$ cat config.mk
export PLATFORM = sky130hd
export DESIGN_NAME = pk_cmd_loader
export DESIGN_NICKNAME = d
export VERILOG_FILES = /design/src/rtl/pk_pkg.sv /design/src/rtl/pk_tx_serializer.sv /design/src/rtl/pk_cmd_loader.sv
export SDC_FILE = /design/constraint.sdc
export NUM_CORES = 1
export LEC_CHECK = 0
export CORE_ASPECT_RATIO = 1.2
export CORE_MARGIN = 2
export CORE_UTILIZATION = 35
export DETAILED_ROUTE_END_ITERATION = 16
export GPL_TIMING_DRIVEN = 0
export HOLD_SLACK_MARGIN = 0.08
export PLACE_DENSITY = 0.66
export SLEW_MARGIN = 0
export SYNTH_ARGS = -nofsm -noshare
export SYNTH_HDL_FRONTEND = slang
export SYNTH_HIERARCHICAL = 1
export SYNTH_SLANG_ARGS = --single-unit
$ cat constraint.sdc
create_clock -name clk -period 2.65 [get_ports clk]
set_input_delay 0.265 -clock clk [delete_from_list [all_inputs] [get_ports clk]]
set_output_delay 0.265 -clock clk [all_outputs]
set_load 0.005 [all_outputs]
$ cat src/rtl/pk_pkg.sv
// -----------------------------------------------------------------------------
// pk_pkg
// Shared definitions for the password-encryption command front end
// (pk_cmd_loader and pk_tx_serializer).
//   - Opcode bytes understood by the loader.
//   - Block/byte/address widths of the Hw_wrapper interface.
//   - Loader state encoding.
//   - put_byte(): writes one byte of a 128-bit field, MSB-first byte order.
// -----------------------------------------------------------------------------
package pk_pkg;

    localparam int BLK_W  = 128;
    localparam int BYTE_W = 8;
    localparam int ADDR_W = 4;
    localparam int NBYTES = BLK_W / BYTE_W;

    localparam logic [BYTE_W-1:0] OP_SET_KEY   = 8'h01;
    localparam logic [BYTE_W-1:0] OP_ENCRYPT   = 8'h02;
    localparam logic [BYTE_W-1:0] OP_SET_MAX   = 8'h03;
    localparam logic [BYTE_W-1:0] TIMEOUT_BYTE = 8'hEE;

    typedef enum logic [2:0] {
        ST_IDLE      = 3'd0,
        ST_RX_KEY    = 3'd1,
        ST_RX_ACCT   = 3'd2,
        ST_RX_PWD    = 3'd3,
        ST_RX_MAX    = 3'd4,
        ST_START     = 3'd5,
        ST_WAIT_DONE = 3'd6,
        ST_TX        = 3'd7
    } state_e;

    // Byte idx 0 lands in [127:120], byte idx 15 in [7:0].
    function automatic logic [BLK_W-1:0] put_byte(input logic [BLK_W-1:0]  blk,
                                                  input logic [3:0]        idx,
                                                  input logic [BYTE_W-1:0] b);
        logic [BLK_W-1:0] r;
        int               pos;
        r   = blk;
        pos = (NBYTES - 1 - int'(idx)) * BYTE_W;
        r[pos +: BYTE_W] = b;
        return r;
    endfunction

endpackage

$ cat src/rtl/pk_tx_serializer.sv
// -----------------------------------------------------------------------------
// pk_tx_serializer
// Loads a 128-bit block in parallel and shifts it out one byte per valid/ready
// handshake, most significant byte first. A "single" load emits just the
// timeout marker byte instead of the full block.
// Ports:
//   clk, rst          clock, synchronous active-high reset
//   load              load request (ignored bytes in flight are overwritten)
//   load_data[127:0]  block to send
//   load_single       send only TIMEOUT_BYTE
//   tx_data[7:0]      current byte
//   tx_valid          a byte is pending
//   tx_ready          consumer accepts the byte
//   busy              bytes still pending
//   last              the pending byte is the final one
// -----------------------------------------------------------------------------
module pk_tx_serializer
    import pk_pkg::*;
(
    input  logic              clk,
    input  logic              rst,
    input  logic              load,
    input  logic [BLK_W-1:0]  load_data,
    input  logic              load_single,
    output logic [BYTE_W-1:0] tx_data,
    output logic              tx_valid,
    input  logic              tx_ready,
    output logic              busy,
    output logic              last
);

    logic [BLK_W-1:0] shreg_q, shreg_d;
    logic [4:0]       remain_q, remain_d;

    always_comb begin
        shreg_d  = shreg_q;
        remain_d = remain_q;
        if (load) begin
            if (load_single) begin
                shreg_d  = {TIMEOUT_BYTE, {(BLK_W-BYTE_W){1'b0}}};
                remain_d = 5'd1;
            end else begin
                shreg_d  = load_data;
                remain_d = 5'(NBYTES);
            end
        end else if ((remain_q != 5'd0) && tx_ready) begin
            shreg_d  = {shreg_q[BLK_W-BYTE_W-1:0], {BYTE_W{1'b0}}};
            remain_d = remain_q - 5'd1;
        end
    end

    always_ff @(posedge clk) begin
        if (rst) begin
            shreg_q  <= '0;
            remain_q <= '0;
        end else begin
            shreg_q  <= shreg_d;
            remain_q <= remain_d;
        end
    end

    assign tx_data  = shreg_q[BLK_W-1 -: BYTE_W];
    assign tx_valid = (remain_q != 5'd0);
    assign busy     = (remain_q != 5'd0);
    assign last     = (remain_q == 5'd1);

endmodule

$ cat src/rtl/pk_cmd_loader.sv
// -----------------------------------------------------------------------------
// pk_cmd_loader
// Byte-stream command front end for Hw_wrapper. Frames are an opcode byte
// followed by a payload, multi-byte fields MSB first:
//   0x01 SET_KEY  16 B master_key (marks the key valid)
//   0x02 ENCRYPT  16 B account, 16 B password, then go / wait done / 16 B result
//   0x03 SET_MAX  1 B, low nibble -> max_address
// Unknown opcodes and ENCRYPT without a loaded key set the sticky err flag.
// Ports:
//   clk, rst                    clock, synchronous active-high reset
//   rx_data/rx_valid/rx_ready   command byte stream in
//   tx_data/tx_valid/tx_ready   result byte stream out
//   master_key/account/password/max_address   fields to Hw_wrapper
//   go                          one-cycle start pulse
//   done, password_enc          completion and result from Hw_wrapper
//   err                         sticky error, cleared by rst only
// Configuration macro PK_DONE_TIMEOUT_EN: adds a done watchdog of
// TIMEOUT_CYCLES cycles; on expiry err is set and the single byte 0xEE is
// returned instead of the result.
// -----------------------------------------------------------------------------
module pk_cmd_loader
    import pk_pkg::*;
#(
    parameter int TIMEOUT_CYCLES = 1024
) (
    input  logic              clk,
    input  logic              rst,
    input  logic [BYTE_W-1:0] rx_data,
    input  logic              rx_valid,
    output logic              rx_ready,
    output logic [BYTE_W-1:0] tx_data,
    output logic              tx_valid,
    input  logic              tx_ready,
    output logic [BLK_W-1:0]  master_key,
    output logic [BLK_W-1:0]  account,
    output logic [BLK_W-1:0]  password,
    output logic [ADDR_W-1:0] max_address,
    output logic              go,
    input  logic              done,
    input  logic [BLK_W-1:0]  password_enc,
    output logic              err
);

    state_e            state_q, state_d;
    logic [3:0]        cnt_q, cnt_d;
    logic [BLK_W-1:0]  key_q, key_d;
    logic [BLK_W-1:0]  acct_q, acct_d;
    logic [BLK_W-1:0]  pwd_q, pwd_d;
    logic [ADDR_W-1:0] max_q, max_d;
    logic              key_valid_q, key_valid_d;
    logic              err_q, err_d;

    logic              rx_ready_int;
    logic              rx_fire;
    logic              cnt_last;
    logic              ser_load;
    logic              ser_single;
    logic              ser_busy;
    logic              ser_last;
    logic              timeout_hit;

`ifdef PK_DONE_TIMEOUT_EN
    localparam int TW = $clog2(TIMEOUT_CYCLES + 1);

    logic [TW-1:0] wcnt_q, wcnt_d;

    // Counts cycles spent in WAIT_DONE; zero on entry because it is held
    // clear in every other state.
    always_comb begin
        wcnt_d      = '0;
        timeout_hit = 1'b0;
        if (state_q == ST_WAIT_DONE) begin
            wcnt_d      = wcnt_q + TW'(1);
            timeout_hit = !done && (wcnt_q == TW'(TIMEOUT_CYCLES - 1));
        end
    end

    always_ff @(posedge clk) begin
        if (rst) begin
            wcnt_q <= '0;
        end else begin
            wcnt_q <= wcnt_d;
        end
    end
`else
    localparam int unused_timeout_cycles = TIMEOUT_CYCLES;

    assign timeout_hit = 1'b0;
`endif

    assign rx_ready_int = (state_q == ST_IDLE)    || (state_q == ST_RX_KEY) ||
                          (state_q == ST_RX_ACCT) || (state_q == ST_RX_PWD) ||
                          (state_q == ST_RX_MAX);
    assign rx_fire      = rx_valid && rx_ready_int;
    assign cnt_last     = (cnt_q == 4'hF);

    always_comb begin
        state_d     = state_q;
        cnt_d       = cnt_q;
        key_d       = key_q;
        acct_d      = acct_q;
        pwd_d       = pwd_q;
        max_d       = max_q;
        key_valid_d = key_valid_q;
        err_d       = err_q;
        ser_load    = 1'b0;
        ser_single  = 1'b0;

        case (state_q)
            ST_IDLE: begin
                if (rx_fire) begin
                    cnt_d = 4'h0;
                    case (rx_data)
                        OP_SET_KEY: state_d = ST_RX_KEY;
                        OP_ENCRYPT: state_d = ST_RX_ACCT;
                        OP_SET_MAX: state_d = ST_RX_MAX;
                        default:    err_d   = 1'b1;
                    endcase
                end
            end

            ST_RX_KEY: begin
                if (rx_fire) begin
                    key_d = put_byte(key_q, cnt_q, rx_data);
                    cnt_d = cnt_q + 4'h1;
                    if (cnt_last) begin
                        key_valid_d = 1'b1;
                        cnt_d       = 4'h0;
                        state_d     = ST_IDLE;
                    end
                end
            end

            ST_RX_ACCT: begin
                if (rx_fire) begin
                    acct_d = put_byte(acct_q, cnt_q, rx_data);
                    cnt_d  = cnt_q + 4'h1;
                    if (cnt_last) begin
                        cnt_d   = 4'h0;
                        state_d = ST_RX_PWD;
                    end
                end
            end

            ST_RX_PWD: begin
                if (rx_fire) begin
                    pwd_d = put_byte(pwd_q, cnt_q, rx_data);
                    cnt_d = cnt_q + 4'h1;
                    if (cnt_last) begin
                        cnt_d = 4'h0;
                        // Without a key the whole frame is still consumed so the
                        // host stays in sync, but nothing is started.
                        if (key_valid_q) begin
                            state_d = ST_START;
                        end else begin
                            err_d   = 1'b1;
                            state_d = ST_IDLE;
                        end
                    end
                end
            end

            ST_RX_MAX: begin
                if (rx_fire) begin
                    max_d   = rx_data[ADDR_W-1:0];
                    cnt_d   = 4'h0;
                    state_d = ST_IDLE;
                end
            end

            ST_START: begin
                state_d = ST_WAIT_DONE;
            end

            ST_WAIT_DONE: begin
                if (done) begin
                    ser_load = 1'b1;
                    state_d  = ST_TX;
                end else if (timeout_hit) begin
                    err_d      = 1'b1;
                    ser_load   = 1'b1;
                    ser_single = 1'b1;
                    state_d    = ST_TX;
                end
            end

            ST_TX: begin
                // !ser_busy is a guard only; normal exit is the final handshake.
                if (!ser_busy || (ser_last && tx_ready)) begin
                    state_d = ST_IDLE;
                end
            end

            default: begin
                state_d = ST_IDLE;
            end
        endcase
    end

    always_ff @(posedge clk) begin
        if (rst) begin
            state_q     <= ST_IDLE;
            cnt_q       <= '0;
            key_q       <= '0;
            acct_q      <= '0;
            pwd_q       <= '0;
            max_q       <= '0;
            key_valid_q <= 1'b0;
            err_q       <= 1'b0;
        end else begin
            state_q     <= state_d;
            cnt_q       <= cnt_d;
            key_q       <= key_d;
            acct_q      <= acct_d;
            pwd_q       <= pwd_d;
            max_q       <= max_d;
            key_valid_q <= key_valid_d;
            err_q       <= err_d;
        end
    end

    pk_tx_serializer u_ser (
        .clk         (clk),
        .rst         (rst),
        .load        (ser_load),
        .load_data   (password_enc),
        .load_single (ser_single),
        .tx_data     (tx_data),
        .tx_valid    (tx_valid),
        .tx_ready    (tx_ready),
        .busy        (ser_busy),
        .last        (ser_last)
    );

    assign rx_ready    = rx_ready_int;
    assign go          = (state_q == ST_START);
    assign master_key  = key_q;
    assign account     = acct_q;
    assign password    = pwd_q;
    assign max_address = max_q;
    assign err         = err_q;

endmodule

Word-level counts from Yosys, hierarchy flattened
Index checks and enable logic that the tools add are counted.
{"block": "word_totals", "regBits": 530, "inputBits": 141, "output_inout_bits": 400, "wordCells": 102}
{"block": "classes", "addsub": 4, "eq_ne": 27, "shift": 2, "muxes": 32, "reduce_logical": 26}
{"operator": "128-bit bitwise mux", "count": 3}
{"operator": "128-bit 2-to-1 mux", "count": 2}
{"operator": "8-bit by 33-bit variable shift with 128-bit output, first input constant", "count": 1}
{"operator": "8-bit by 33-bit variable part select with 128-bit output", "count": 1}
{"operator": "3-bit 2-to-1 mux", "count": 11}
{"operator": "8-bit negator with 33-bit output", "count": 1}
{"operator": "2-bit inequality test, second input constant", "count": 12}
{"operator": "3-bit case mux with 8 select lines", "count": 1}
{"operator": "8-bit by 2-bit == test with 1-bit output, second input constant", "count": 2}
{"operator": "3-bit == test, second input constant", "count": 4}
{"operator": "4-bit 2-to-1 mux", "count": 3}
{"operator": "11-bit AND reduction", "count": 1}
{"operator": "5-bit 2-to-1 mux", "count": 2}
{"operator": "3-bit case mux with 3 select lines", "count": 1}
{"operator": "8-bit by 1-bit == test with 1-bit output, second input constant", "count": 1}
{"operator": "4-bit case mux with 2 select lines", "count": 1}
{"operator": "2-bit AND reduction", "count": 4}
{"operator": "1-bit 2-to-1 mux", "count": 7}
{"operator": "3-bit by 2-bit == test with 1-bit output, second input constant", "count": 2}
{"operator": "3-bit AND reduction", "count": 2}
{"operator": "6-bit AND reduction", "count": 1}
{"operator": "2-bit nonzero test", "count": 3}
{"operator": "3-bit OR reduction", "count": 2}
{"operator": "5-bit by 1-bit == test with 1-bit output, second input constant", "count": 1}
{"operator": "other kinds (14)", "count": 22}

Longest topological paths before layout
Gate-level depths: netlist of the first run.
{"block": "logic_depth", "depth_word": 8, "ltp_mapped": 11, "depth_no_buf": 8}

Hierarchy
The synthesis of the first run kept the hierarchy.
{"module": "pk_cmd_loader", "n_inst": 1, "cells_each": 1566, "area_per_inst_um2": 15884.0, "seq_area_each_um2": 7947.6}
{"module": "pk_tx_serializer", "n_inst": 1, "cells_each": 761, "area_per_inst_um2": 6337.3, "seq_area_each_um2": 2662.6}

Worst setup path after synthesis of the first run
OpenSTA, ideal clock, no wires.
{"block": "synth_timing", "kind": "register -> register", "startpoint": "register cnt_q[0]", "endpoint": "register pwd_q[0], in the netlist password[0]", "setup_ps": 73, "t_arrival_ps": 2774, "t_required_ps": 2577, "setup_slack_ps": -197, "path_stages_with_launch": 9, "n_path_buf": 2, "period_less_slack_ps": 2847, "cell_sequence": "dfxtp_1 buf_4 clkbuf_1 and3_1 ha_1 or3b_1 or3_4 nor4_4 mux2i_1"}
{"block": "synth_between", "elab_chain_len": 4, "word_cells_on_any_way": 5, "classes_between": "2 x add/sub; 2 x shift; 1 x mux"}
{"item": "start: declaration", "line_no": "pk_cmd_loader.sv:45", "rtl": "logic [3:0] cnt_q, cnt_d;"}
{"item": "start signal: assignment", "line_no": "pk_cmd_loader.sv:212", "rtl": "cnt_q <= cnt_d;"}
{"item": "4-bit by 4-bit subtractor with 5-bit output (*)", "line_no": "pk_pkg.sv:40", "rtl": "pos = (NBYTES - 1 - int'(idx)) * BYTE_W;"}
{"item": "8-bit negator with 33-bit output (*)", "line_no": "pk_pkg.sv:41", "rtl": "r[pos +: BYTE_W] = b;"}
{"item": "8-bit by 33-bit variable part select with 128-bit output / 8-bit by 33-bit variable shift with 128-bit output (equally long branches)", "line_no": "pk_pkg.sv:41"}
{"item": "128-bit bitwise mux (*)", "line_no": "pk_pkg.sv:41"}
{"item": "end signal: assignment", "line_no": "pk_cmd_loader.sv:215", "rtl": "pwd_q <= pwd_d;"}
{"item": "end: declaration", "line_no": "pk_cmd_loader.sv:48", "rtl": "logic [BLK_W-1:0] pwd_q, pwd_d;"}
Every way passes the cells marked *; elsewhere a longest branch is shown, timed or not.
A chain may end at the register's enable or synchronous reset.

Final worst setup path of the first run
{"block": "layout_timing", "startpoint": "register cnt_q[0]", "endpoint": "register acct_q[1], in the netlist account[1]"}
{"block": "layout_between", "elab_chain_len": 4, "word_cells_on_any_way": 5, "classes_between": "2 x add/sub; 2 x shift; 1 x mux"}
{"item": "4-bit by 4-bit subtractor with 5-bit output (*)", "line_no": "pk_pkg.sv:40"}
{"item": "8-bit negator with 33-bit output (*)", "line_no": "pk_pkg.sv:41"}
{"item": "8-bit by 33-bit variable part select with 128-bit output / 8-bit by 33-bit variable shift with 128-bit output (equally long branches)", "line_no": "pk_pkg.sv:41"}
{"item": "128-bit bitwise mux (*)", "line_no": "pk_pkg.sv:41"}
{"item": "end signal: assignment", "line_no": "pk_cmd_loader.sv:214", "rtl": "acct_q <= acct_d;"}
{"item": "end: declaration", "line_no": "pk_cmd_loader.sv:47", "rtl": "logic [BLK_W-1:0] acct_q, acct_d;"}
Marks and branches as above.

==> impl_metrics.env, run 1 <==
export IMPL_status="completed"
export IMPL_hold_viol=0
export IMPL_cpPeakStageDelay_ns=0.40
export IMPL_layout_drive_gt1_share_pct=10.3
export IMPL_clock_fmax_ghz=0.390
export IMPL_crit_path_max_fanout=8
export IMPL_num_rows=101
export IMPL_final_common_cell="clkdlybuf4s50_1"
export IMPL_startpoint_type="register"
export IMPL_dp_hpwl_mm=63.9
export IMPL_drtPass1Iterations=5
export IMPL_synthArstFlopShare_pct=0
export IMPL_cts_made_buffers=55
export IMPL_syn_inst=2327
export IMPL_slew_viol_final=0
export IMPL_ys_warnings_count=6
export IMPL_synth_top_family_by_area="simple AND/OR/NAND/NOR gates"
export IMPL_critPathKind="reg2reg"
export IMPL_drv_cap=0
export IMPL_synth_yosys_seq_area_share_pct=47.7
export IMPL_relSlewSlack_pct=40.2
export IMPL_met3_usage_pct=5.34
export IMPL_path_clk_slew_ns=0.06
export IMPL_hold_class="in2reg"
export IMPL_cts_tree="built"
export IMPL_ys_ff_latch=530
export IMPL_power_density_nw_per_um2=696
export IMPL_final_cell_mix="clkdlybuf4s50_1, dfxtp_1, nand2_1"
export IMPL_clk_latency_ns=0.62
export IMPL_antenna_found_initial=4
export IMPL_routabilityCongestion=0.902
export IMPL_cts_hold_buffers=0
export IMPL_layout_min_cycle_time_ns=2.56
export IMPL_cts_buffer_depth=3
export IMPL_layoutNonFillerInstCount=3825
export IMPL_core_area_sq_um=63100
export IMPL_cpMaxStageDelayCell="or3b_4"
export IMPL_wirelength_mm=83.6
export IMPL_finClkSkew_ns=0.0248
export IMPL_synthSimpleGateAreaFrac_pct=21.0
export IMPL_yosysUniqueCellTypes=67
export IMPL_crit_chain="buf_8 -> clkbuf_16 -> and3_4 -> ha_4 -> or3b_4 -> or3_4 -> nor4_4 -> buf_12 -> mux2i_1"
export IMPL_arrival_ns=3.10
export IMPL_grt_usage_pct=24.5
export IMPL_power_leakage_nw=11.4
export IMPL_fin_hold_ws_ns=0.247
export IMPL_die_y_um=280
export IMPL_ant_nets=0
export IMPL_root_buffer="clkbuf_16"
export IMPL_vias=20500
export IMPL_via_per_inst=5.36
export IMPL_grt_max_degree=16
export IMPL_worst_pin_slew_ns=0.897
export IMPL_drtIter0Drc=1215
export IMPL_use_met1_pct=27.8
export IMPL_cts_sinks=530
export IMPL_crit_family="simple AND/OR/NAND/NOR gates"
export IMPL_dp_cells=3698
export IMPL_final_setup_tns_ns=0
export IMPL_final_setup_viol_count=0
export IMPL_port_buffers=538
export IMPL_use_met2_pct=43.5
export IMPL_muxShareOfSynthArea_pct=13.9
export IMPL_synth_avg_cell_area_sq_um=9.55
export IMPL_htree_levels=2
export IMPL_setup_ws_ns=0.0865
export IMPL_synth_compound_area_share_pct=12.3
export IMPL_drc=0
export IMPL_grt_overflow=0
export IMPL_ir_drop_mv=0.447
export IMPL_dieArea_sq_um=65500
export IMPL_ios=541
export IMPL_wire_per_inst_um=21.9
export IMPL_grt_pass1_vias=20300
export IMPL_endpoint_kind="register"
export IMPL_synth_area_sq_um=22200
export IMPL_dpl_worst_slack_ns=-1.00
export IMPL_busiest_layer="met2"
export IMPL_synth_fa_ha_area_share_pct=0.394
export IMPL_synth_edf_count=0
export IMPL_grt_pass1_wl_mm=123
export IMPL_fin_nets=3106
export IMPL_crit_required_ns=3.19
export IMPL_synthToLayoutAreaGrowth_pct=41.6
export IMPL_cp_num_buf_inv=3
export IMPL_synth_flop_cell="dfxtp_1"
export IMPL_start_util_pct=35.2
export IMPL_fin_crit_sh_pct=96.7
export IMPL_die_x_um=234
export IMPL_synth_xor_area_share_pct=0.113
[power breakdown]
part | internal [mW] | switching, mW | leakage, nW
clock | 4.70 | 3.40 | 0.917
sequential | 8.91 | 0.622 | 4.29
combinational | 1.94 | 2.32 | 6.15
total | 15.6 | 6.34 | 11.4
[metrics by stage]
| stage | total power [mW] | util (%) | cell area (sq um) |
|---|---|---|---|
| 2_1_floorplan | 12.3 | - | 22300 |
| 3_3_place_gp | 13.6 | 45.5 | 28700 |
| 3_5_place_dp | 13.7 | 45.6 | 28800 |
| 4_1_cts | 21.9 | 49.6 | 31300 |
| 5_1_grt | 22.8 | 49.9 | 31500 |
| 6_report | 21.9 | 49.9 | 31500 |
[registers in the layout (all words and copies together) (netlist names)]
signal,flops
account,128
master_key,128
password,128
u_ser/shreg_q,128
u_ser/remain_q,5
cnt_q,4
max_address,4
state_q,3
err,1
key_valid_q,1
[per-layer routing]
| metal | wire (um) | share of wire (%) | vias to the layer above |
|---|---|---|---|
| li1 | - | - | 9581 |
| met1 | 32000 | 38 | 9823 |
| met2 | 41400 | 50 | 914 |
| met3 | 6450 | 7.7 | 183 |
| met4 | 3720 | 4.5 | 4 |
| met5 | 27 | 0.032 | - |
[timing repair]
action                     in CTS  in global routing
setup buffers                  28                  5
pin swaps                      23                  1
gates resized for setup        61                 52
setup endpoints to repair     498                421
[worst reg2reg max path, cell delays in order (launching register included)]
cell and delay (ns):
dfxtp_4 0.35, buf_8 0.12, clkbuf_16 0.14, and3_4 0.15
ha_4 0.24, or3b_4 0.40, or3_4 0.39, nor4_4 0.30
buf_12 0.19, mux2i_1 0.20
[cells in the mapped netlist, types with 3 or more instances]
library cell | n | share of area, %
nor4_1 | 6 | 0.17
inv_1 | 11 | 0.19
buf_4 | 12 | 0.41
and4_1 | 10 | 0.39
nand4_1 | 58 | 1.6
nor4_4 | 15 | 1.4
a21oi_1 | 55 | 1.2
buf_6 | 3 | 0.15
or2_2 | 4 | 0.11
nor2_1 | 120 | 2.0
ha_1 | 7 | 0.39
buf_2 | 44 | 0.99
o21ai_0 | 46 | 1.0
a31oi_1 | 3 | 0.084
o311ai_0 | 3 | 0.12
dfxtp_1 | 530 | 48
nand2b_1 | 199 | 5.6
nor4b_1 | 10 | 0.39
nand3b_1 | 42 | 1.4
nor3_1 | 5 | 0.11
a211oi_1 | 114 | 3.9
o221ai_1 | 4 | 0.16
a31o_2 | 9 | 0.35
nand2_1 | 338 | 5.7
mux2i_1 | 306 | 14
a311oi_1 | 117 | 4.6
nand3_1 | 27 | 0.61
buf_1 | 13 | 0.22
nor2b_1 | 4 | 0.11
o2111ai_1 | 7 | 0.28
clkbuf_1 | 147 | 2.5
and3_1 | 12 | 0.34
[area by class of cell]
class,count,area [sq um]
diodes,2,5.00
multi-input cells,1567,11000
well taps,824,1030
flip-flops and latches,530,10600
repair buffers,577,5880
fillers,5642,31600
plain buffers,213,1020
clock inverters,25,338
inverters,14,66.3
clock buffers,73,1540
[path summary, 6_finish.rpt]
check / endpoint / slack (ns) / cells after the start / start
max: account[1]$_SDFFE_PP0P_ / 0.09 / 9 / cnt_q[0]$_SDFFE_PP0P_
min: u_ser/shreg_q[71]$_SDFFE_PP0P_ / 0.25 / 3 / password_enc[71]
max reg2reg: account[1]$_SDFFE_PP0P_ / 0.09 / 9 / cnt_q[0]$_SDFFE_PP0P_
min reg2reg: account[16]$_SDFFE_PP0P_ / 0.46 / 2 / account[16]$_SDFFE_PP0P_
[logic make-up after synthesis]
| group | after synthesis |
|---|---|
| AO/OA/AOI/OAI | 374 |
| XOR/XNOR | 2 |
| adder cells (fa/ha/maj) | 7 |
| buffers and inverters | 233 |
| flip-flops | 530 |
| multiplexers | 308 |
| other | 1 |
| AND/OR/NAND/NOR | 872 |
Note: power is estimated with default switching activity, not from simulation.
==> inputs of run 2 (changes only) <==
--- a/config.mk
+++ b/config.mk
@@ -11,7 +11,7 @@
 export DETAILED_ROUTE_END_ITERATION = 16
 export GPL_TIMING_DRIVEN = 0
 export HOLD_SLACK_MARGIN = 0.08
-export PLACE_DENSITY = 0.66
+export PLACE_DENSITY = 0.64
 export SLEW_MARGIN = 0
 export SYNTH_ARGS = -nofsm -noshare
 export SYNTH_HDL_FRONTEND = slang
==> constraint.sdc (replaced) <==
create_clock -name clk -period 3.1 [get_ports clk]
set_input_delay 0.31 -clock clk [delete_from_list [all_inputs] [get_ports clk]]
set_output_delay 0.31 -clock clk [all_outputs]
set_load 0.005 [all_outputs]
==> run 2 against run 1 <==
Effect of this change:
- fmax fell by 14%
- setup slack gained 0.020 ns
- clock power decreased by 9.5%
- largest cell class unchanged
- combinational power fell by 17%
- critical path type unchanged
- critical path depth did not move
- largest power group unchanged
==> impl_metrics.env, run 2 (synthesized netlist as in run 1, its figures left out) <==
export IMPL_fin_hold_ws_ns=0.264
export IMPL_combPwrFrac_pct=18.6
export IMPL_cts_buffer_depth=3
export IMPL_hp_start="password_enc[73]"
export IMPL_p_sw_mw=5.44
export IMPL_routed_top_layer="met5"
export IMPL_hold_viol=0
export IMPL_routed_wl_met3_mm=6.31
export IMPL_power_leakage_nw=11.3
export IMPL_arrival_ns=3.52
export IMPL_port_buffers=538
export IMPL_drv_cap=0
export IMPL_grt_pass1_vias=20500
export IMPL_grt_overflow=0
export IMPL_crit_path_max_fanout=11
export IMPL_wire_per_inst_um=21.9
export IMPL_num_rows=101
export IMPL_fin_nets=3100
export IMPL_root_buffer="clkbuf_16"
export IMPL_r2r_slack_ns=0.11
export IMPL_fin_crit_sh_pct=96.6
export IMPL_cpPeakStageDelay_ns=0.50
export IMPL_layoutNonFillerInstCount=3827
export IMPL_clk_latency_ns=0.64
export IMPL_drtIter0Drc=997
export IMPL_drc=0
export IMPL_holdPathStages=3
export IMPL_worst_pin_slew_ns=0.996
export IMPL_rsz0062_at_grt="true"
export IMPL_via_per_inst=5.32
export IMPL_power_density_nw_per_um2=608
export IMPL_swShare_pct=28.6
export IMPL_grt_pass1_wl_mm=124
export IMPL_wirelength_mm=83.9
export IMPL_status="completed"
export IMPL_routabilityCongestion=0.876
export IMPL_dpl_worst_slack_ns=-0.604
export IMPL_ff2ff_path_depth=9
export IMPL_final_setup_viol_count=0
export IMPL_power_total_mw=19.0
export IMPL_wl_met1_mm=32.7
export IMPL_cp_num_buf_inv=4
export IMPL_dieArea_sq_um=65500
export IMPL_crit_family="simple AND/OR/NAND/NOR gates"
export IMPL_start_util_pct=35.2
export IMPL_setup_ws_ns=0.106
export IMPL_startpoint_type="register"
export IMPL_p_seq_share_pct=42.8
export IMPL_ios=541
export IMPL_p_int_mw=13.5
export IMPL_antenna_found_initial=8
export IMPL_cts_sinks=530
export IMPL_die_y_um=280
export IMPL_timing_rr_start="cnt_q[0]$_SDFFE_PP0P_"
export IMPL_die_x_um=234
export IMPL_final_common_cell="clkdlybuf4s50_1"
export IMPL_crit_chain="buf_4 -> inv_2 -> ha_1 -> clkbuf_2 -> nor3b_2 -> and2_0 -> buf_1 -> nand2_1 -> mux2i_1"
export IMPL_rr_endpoint="password[70]$_SDFFE_PP0P_"
export IMPL_finClkSkew_ns=0.0418
export IMPL_grt_max_degree=17
export IMPL_htree_levels=2
export IMPL_fin_util_pct=49.5
export IMPL_path_clk_slew_ns=0.06
export IMPL_clock_fmax_ghz=0.334
export IMPL_clkPwrFrac_pct=38.6
export IMPL_vias=20300
export IMPL_ant_nets=0
export IMPL_dp_hpwl_mm=64.2
export IMPL_core_area_sq_um=63100
export IMPL_cts_tree="built"
export IMPL_grt_usage_pct=24.7
export IMPL_dr_wl_met2_mm=40.8
export IMPL_slew_viol_final=0
export IMPL_endpoint_kind="register"
export IMPL_cts_made_buffers=57
export IMPL_crit_required_ns=3.63
export IMPL_startpoint="cnt_q[0]$_SDFFE_PP0P_"
export IMPL_dp_cells=3699
export IMPL_cpMaxStageDelayCell="nor3b_2"
export IMPL_layout_drive_gt1_share_pct=8.67
export IMPL_layout_min_cycle_time_ns=2.99
export IMPL_drtPass1Iterations=5
export IMPL_critPathKind="reg2reg"
export IMPL_min_to="u_ser/shreg_q[73]$_SDFFE_PP0P_"
export IMPL_relSlewSlack_pct=33.6
export IMPL_final_cell_mix="clkdlybuf4s50_1, dfxtp_1, nand2_1"
export IMPL_synthToLayoutAreaGrowth_pct=40.5
export IMPL_ir_drop_mv=0.372
export IMPL_hold_class="in2reg"
-- run 2: changes by cell type in the layout (fill, tap and decap cells not counted), moves of 4 or more --
cell,previous run,this run
clkbuf_2,15,7
dfxtp_1,526,530
clkbuf_1,128,147
clkbuf_4,8,0
nand3_1,12,21
buf_2,37,42
buf_4,35,29
clkinv_2,7,12
nand3_2,16,7
-- run 2: layer usage --
metal	global-route usage, %	up-vias
met5	0	-
met4	11.6	8
met3	5.71	192
met2	42.9	831
met1	28.5	9751
li1	-	9559
-- run 2: what timing repair did --
action                                  in CTS  in global routing
pin swaps                                   15                 10
resized for setup                           20                 17
setup buffers                               12                  9
endpoints found under the hold margin        0                  0
hold buffers                                 0                  0
endpoints found under the setup margin     303                299
-- run 2: layout make-up --
class	count	area, sq um
antenna	4	10.0
multi-input combinational	1567	10800
buffer	216	947
sequential	530	10600
clock inverter	32	457
timing repair buffer	566	5760
tap	824	1030
fill	5763	31800
inverter	14	52.6
clock buffer	74	1570
-- run 2: per-stage QoR --
step,instance area (sq um),TNS [ns]
CTS,31000,-0.0139
global placement,28600,-68.59
global route,31200,-0.526
floorplan,22200,0
finish,31200,0
detailed placement,28800,-96.55
-- run 2: tightest hold or removal path: cells and delay by family --
kind	cells	cell delay, ns
buffers and inverters	1	0.39
AO/OA/AOI/OAI	1	0.08
AND/OR/NAND/NOR	1	0.06
-- run 2: power groups by stage --
stage	clock network, mW	logic, mW	registers, mW
floorplan	0	2.48	8.07
global placement	0	3.38	8.23
detailed placement	0	3.45	8.24
CTS	7.44	3.50	8.11
global route	7.71	3.86	8.19
finish	7.33	3.53	8.13
-- run 2: worst max-delay path by stage --
stage	to	slack (ns)	cells after the start
after global routing	account[104]$_SDFFE_PP0P_	-0.06	9
after detailed placement	password[26]$_SDFFE_PP0P_	-0.60	9
after floorplan	password[0]$_SDFFE_PP0P_	0.25	8
after CTS	account[104]$_SDFFE_PP0P_	-0.007	9
after global placement	password[92]$_SDFFE_PP0P_	-0.66	8
final	password[70]$_SDFFE_PP0P_	0.11	9
==> inputs of run 3 (changes only) <==
--- a/config.mk
+++ b/config.mk
@@ -5,13 +5,12 @@
 export SDC_FILE = /design/constraint.sdc
 export NUM_CORES = 1
 export LEC_CHECK = 0
-export CORE_ASPECT_RATIO = 1.2
-export CORE_MARGIN = 2
-export CORE_UTILIZATION = 35
+export CORE_AREA = 2 2 212 214
 export DETAILED_ROUTE_END_ITERATION = 16
+export DIE_AREA = 0 0 214 216
 export GPL_TIMING_DRIVEN = 0
 export HOLD_SLACK_MARGIN = 0.08
-export PLACE_DENSITY = 0.64
+export PLACE_DENSITY = 0.86
 export SLEW_MARGIN = 0
 export SYNTH_ARGS = -nofsm -noshare
 export SYNTH_HDL_FRONTEND = slang
==> constraint.sdc (replaced) <==
create_clock -name clk -period 3.1 [get_ports clk]
set_input_delay 0.62 -clock clk [delete_from_list [all_inputs] [get_ports clk]]
set_output_delay 0.62 -clock clk [all_outputs]
set_load 0.005 [all_outputs]
==> run 3 against run 2 <==
Effect of this change:
- the flow now finishes with violations (setup timing)
- setup slack worse by 0.14 ns
- clock-buffer cell count is 1 higher
- global-route usage is 8.5 points higher
- non-clock buffer count is 2 lower
- clock power is 12% lower
- final cell count is 6.4% lower
- highest routed layer unchanged
- sequential cell count stayed put
- via count is 4.1% higher
- total power is 4.4% lower
==> impl_metrics.env, run 3 (synthesized netlist as in run 1, its figures left out) <==
export IMPL_status="finished with violations"
export IMPL_violations="setup timing"
export IMPL_endpoint_kind="register"
export IMPL_routabilityCongestion=0.934
export IMPL_via_per_inst=5.91
export IMPL_hold_viol=0
export IMPL_final_cell_mix="clkdlybuf4s50_1, dfxtp_1, nand2_1"
export IMPL_antenna_found_initial=7
export IMPL_setup_ws_ns=-0.0355
export IMPL_slew_viol_final=0
export IMPL_clock_fmax_ghz=0.319
export IMPL_drtPass1Iterations=6
export IMPL_fin_area_sq_um=30700
export IMPL_ios=541
export IMPL_crit_path_max_fanout=11
export IMPL_relSlewSlack_pct=25.5
export IMPL_dieArea_sq_um=46200
export IMPL_r2r_slack_ns=-0.04
export IMPL_final_common_cell="clkdlybuf4s50_1"
export IMPL_fin_crit_sh_pct=101
export IMPL_power_leakage_nw=11.1
export IMPL_cts_made_buffers=52
export IMPL_root_buffer="clkbuf_16"
export IMPL_hp_start="master_key[22]$_SDFFE_PP0P_"
export IMPL_cts_tree="built"
export IMPL_worst_pin_slew_ns=1.11
export IMPL_arrival_ns=3.65
export IMPL_fin_util_pct=69.9
export IMPL_crit_required_ns=3.62
export IMPL_wirelength_mm=80.6
export IMPL_layout_drive_gt1_share_pct=8.31
export IMPL_num_rows=77
export IMPL_startpoint="cnt_q[0]$_SDFFE_PP0P_"
export IMPL_dp_cells=3463
export IMPL_grt_usage_pct=33.2
export IMPL_drv_cap=0
export IMPL_grt_pass1_vias=20800
export IMPL_ir_drop_mv=0.401
export IMPL_drc=0
export IMPL_grt_max_degree=19
export IMPL_path_clk_slew_ns=0.06
export IMPL_cpPeakStageDelay_ns=0.95
export IMPL_cts_sinks=530
export IMPL_layoutNonFillerInstCount=3582
export IMPL_timing_rr_start="cnt_q[0]$_SDFFE_PP0P_"
export IMPL_hold_class="reg2reg"
export IMPL_port_buffers=538
export IMPL_grt_overflow=0
export IMPL_start_util_pct=50.7
export IMPL_crit_chain="buf_4 -> inv_2 -> ha_1 -> clkbuf_1 -> nor3_1 -> nand2_1 -> mux2i_1"
export IMPL_grt_pass1_wl_mm=121
export IMPL_startpoint_type="register"
export IMPL_wire_per_inst_um=22.5
export IMPL_htree_levels=2
export IMPL_die_y_um=216
export IMPL_power_density_nw_per_um2=592
export IMPL_rsz0062_at_grt="true"
export IMPL_cpMaxStageDelayCell="nor3_1"
export IMPL_critPathKind="reg2reg"
export IMPL_final_setup_viol_count=3
export IMPL_cts_hold_buffers=0
export IMPL_finClkSkew_ns=0.0198
export IMPL_place_area_sq_um=28500
export IMPL_fin_nets=3093
export IMPL_dp_hpwl_mm=60.1
export IMPL_cts_buffer_depth=3
export IMPL_dpl_worst_slack_ns=-0.719
export IMPL_layout_min_cycle_time_ns=3.14
export IMPL_drtIter0Drc=2043
export IMPL_synthToLayoutAreaGrowth_pct=38.0
export IMPL_core_area_sq_um=43800
export IMPL_ant_nets=0
export IMPL_die_x_um=214
export IMPL_vias=21200
export IMPL_clk_latency_ns=0.60
## run 3: cell types whose count changed in the layout (fill, tap and decap cells not counted), moves of 3 or more
cell       change
bufinv_16      -5
clkbuf_16      -4
clkinv_2       -3
clkinv_4       -5
## run 3: timing repair
item	in CTS	in global routing
cloned	0	0
endpoints found under the hold margin	0	0
gates resized for setup	13	24
setup endpoints to repair	295	288
setup buffers	15	11
pin swaps	15	9
## run 3: cell type report
type                    count  area [sq um]
diodes                      6          15.0
plain buffers             213           930
clock buffers              75          1510
clock inverters            18           209
fillers                  3195         13200
inverters                  14          66.3
multi-input cells        1567         10800
flip-flops and latches    530         10600
well taps                 592           741
repair buffers            567          5770
## run 3: final timing paths
check	to	cells after the start
worst min-delay path	master_key[22]$_SDFFE_PP0P_	2
worst max register to register	master_key[125]$_SDFFE_PP0P_	7
worst min register to register	master_key[22]$_SDFFE_PP0P_	2
worst max-delay path	master_key[125]$_SDFFE_PP0P_	7
## run 3: worst max-delay path: cells and delay by family (launching register included)
kind	cells	cell delay, ns
fa+ha+maj	1	0.39
buf+inv	3	0.61
flops	1	0.38
mux	1	0.26
simple gates	2	1.41
## run 3: metrics by stage
stage	TNS (ns)	power (mW)	hold WS, ns
final	-0.0776	18.1	0.458
after global routing	-9.27	18.8	0.480
after CTS	0	18.1	0.456
after detailed placement	-130.56	11.7	0.447
after global placement	-114.92	11.5	0.443
after floorplan	0	10.6	0.439
## run 3: metal layers
| metal | global-route usage, % | routed length (um) | vias up |
|---|---|---|---|
| met5 | 0 | 8 | - |
| met2 | 57.3 | 38800 | 1232 |
| met4 | 17.3 | 4330 | 2 |
| li1 | - | - | 9534 |
| met3 | 6.82 | 6930 | 256 |
| met1 | 39.0 | 30600 | 10100 |
## run 3: power breakdown
group	internal [mW]	switching, mW	leakage (nW)
registers	7.62	0.545	4.29
clock network	3.71	2.70	0.846
logic	1.62	1.95	6.01
total	13.0	5.20	11.1
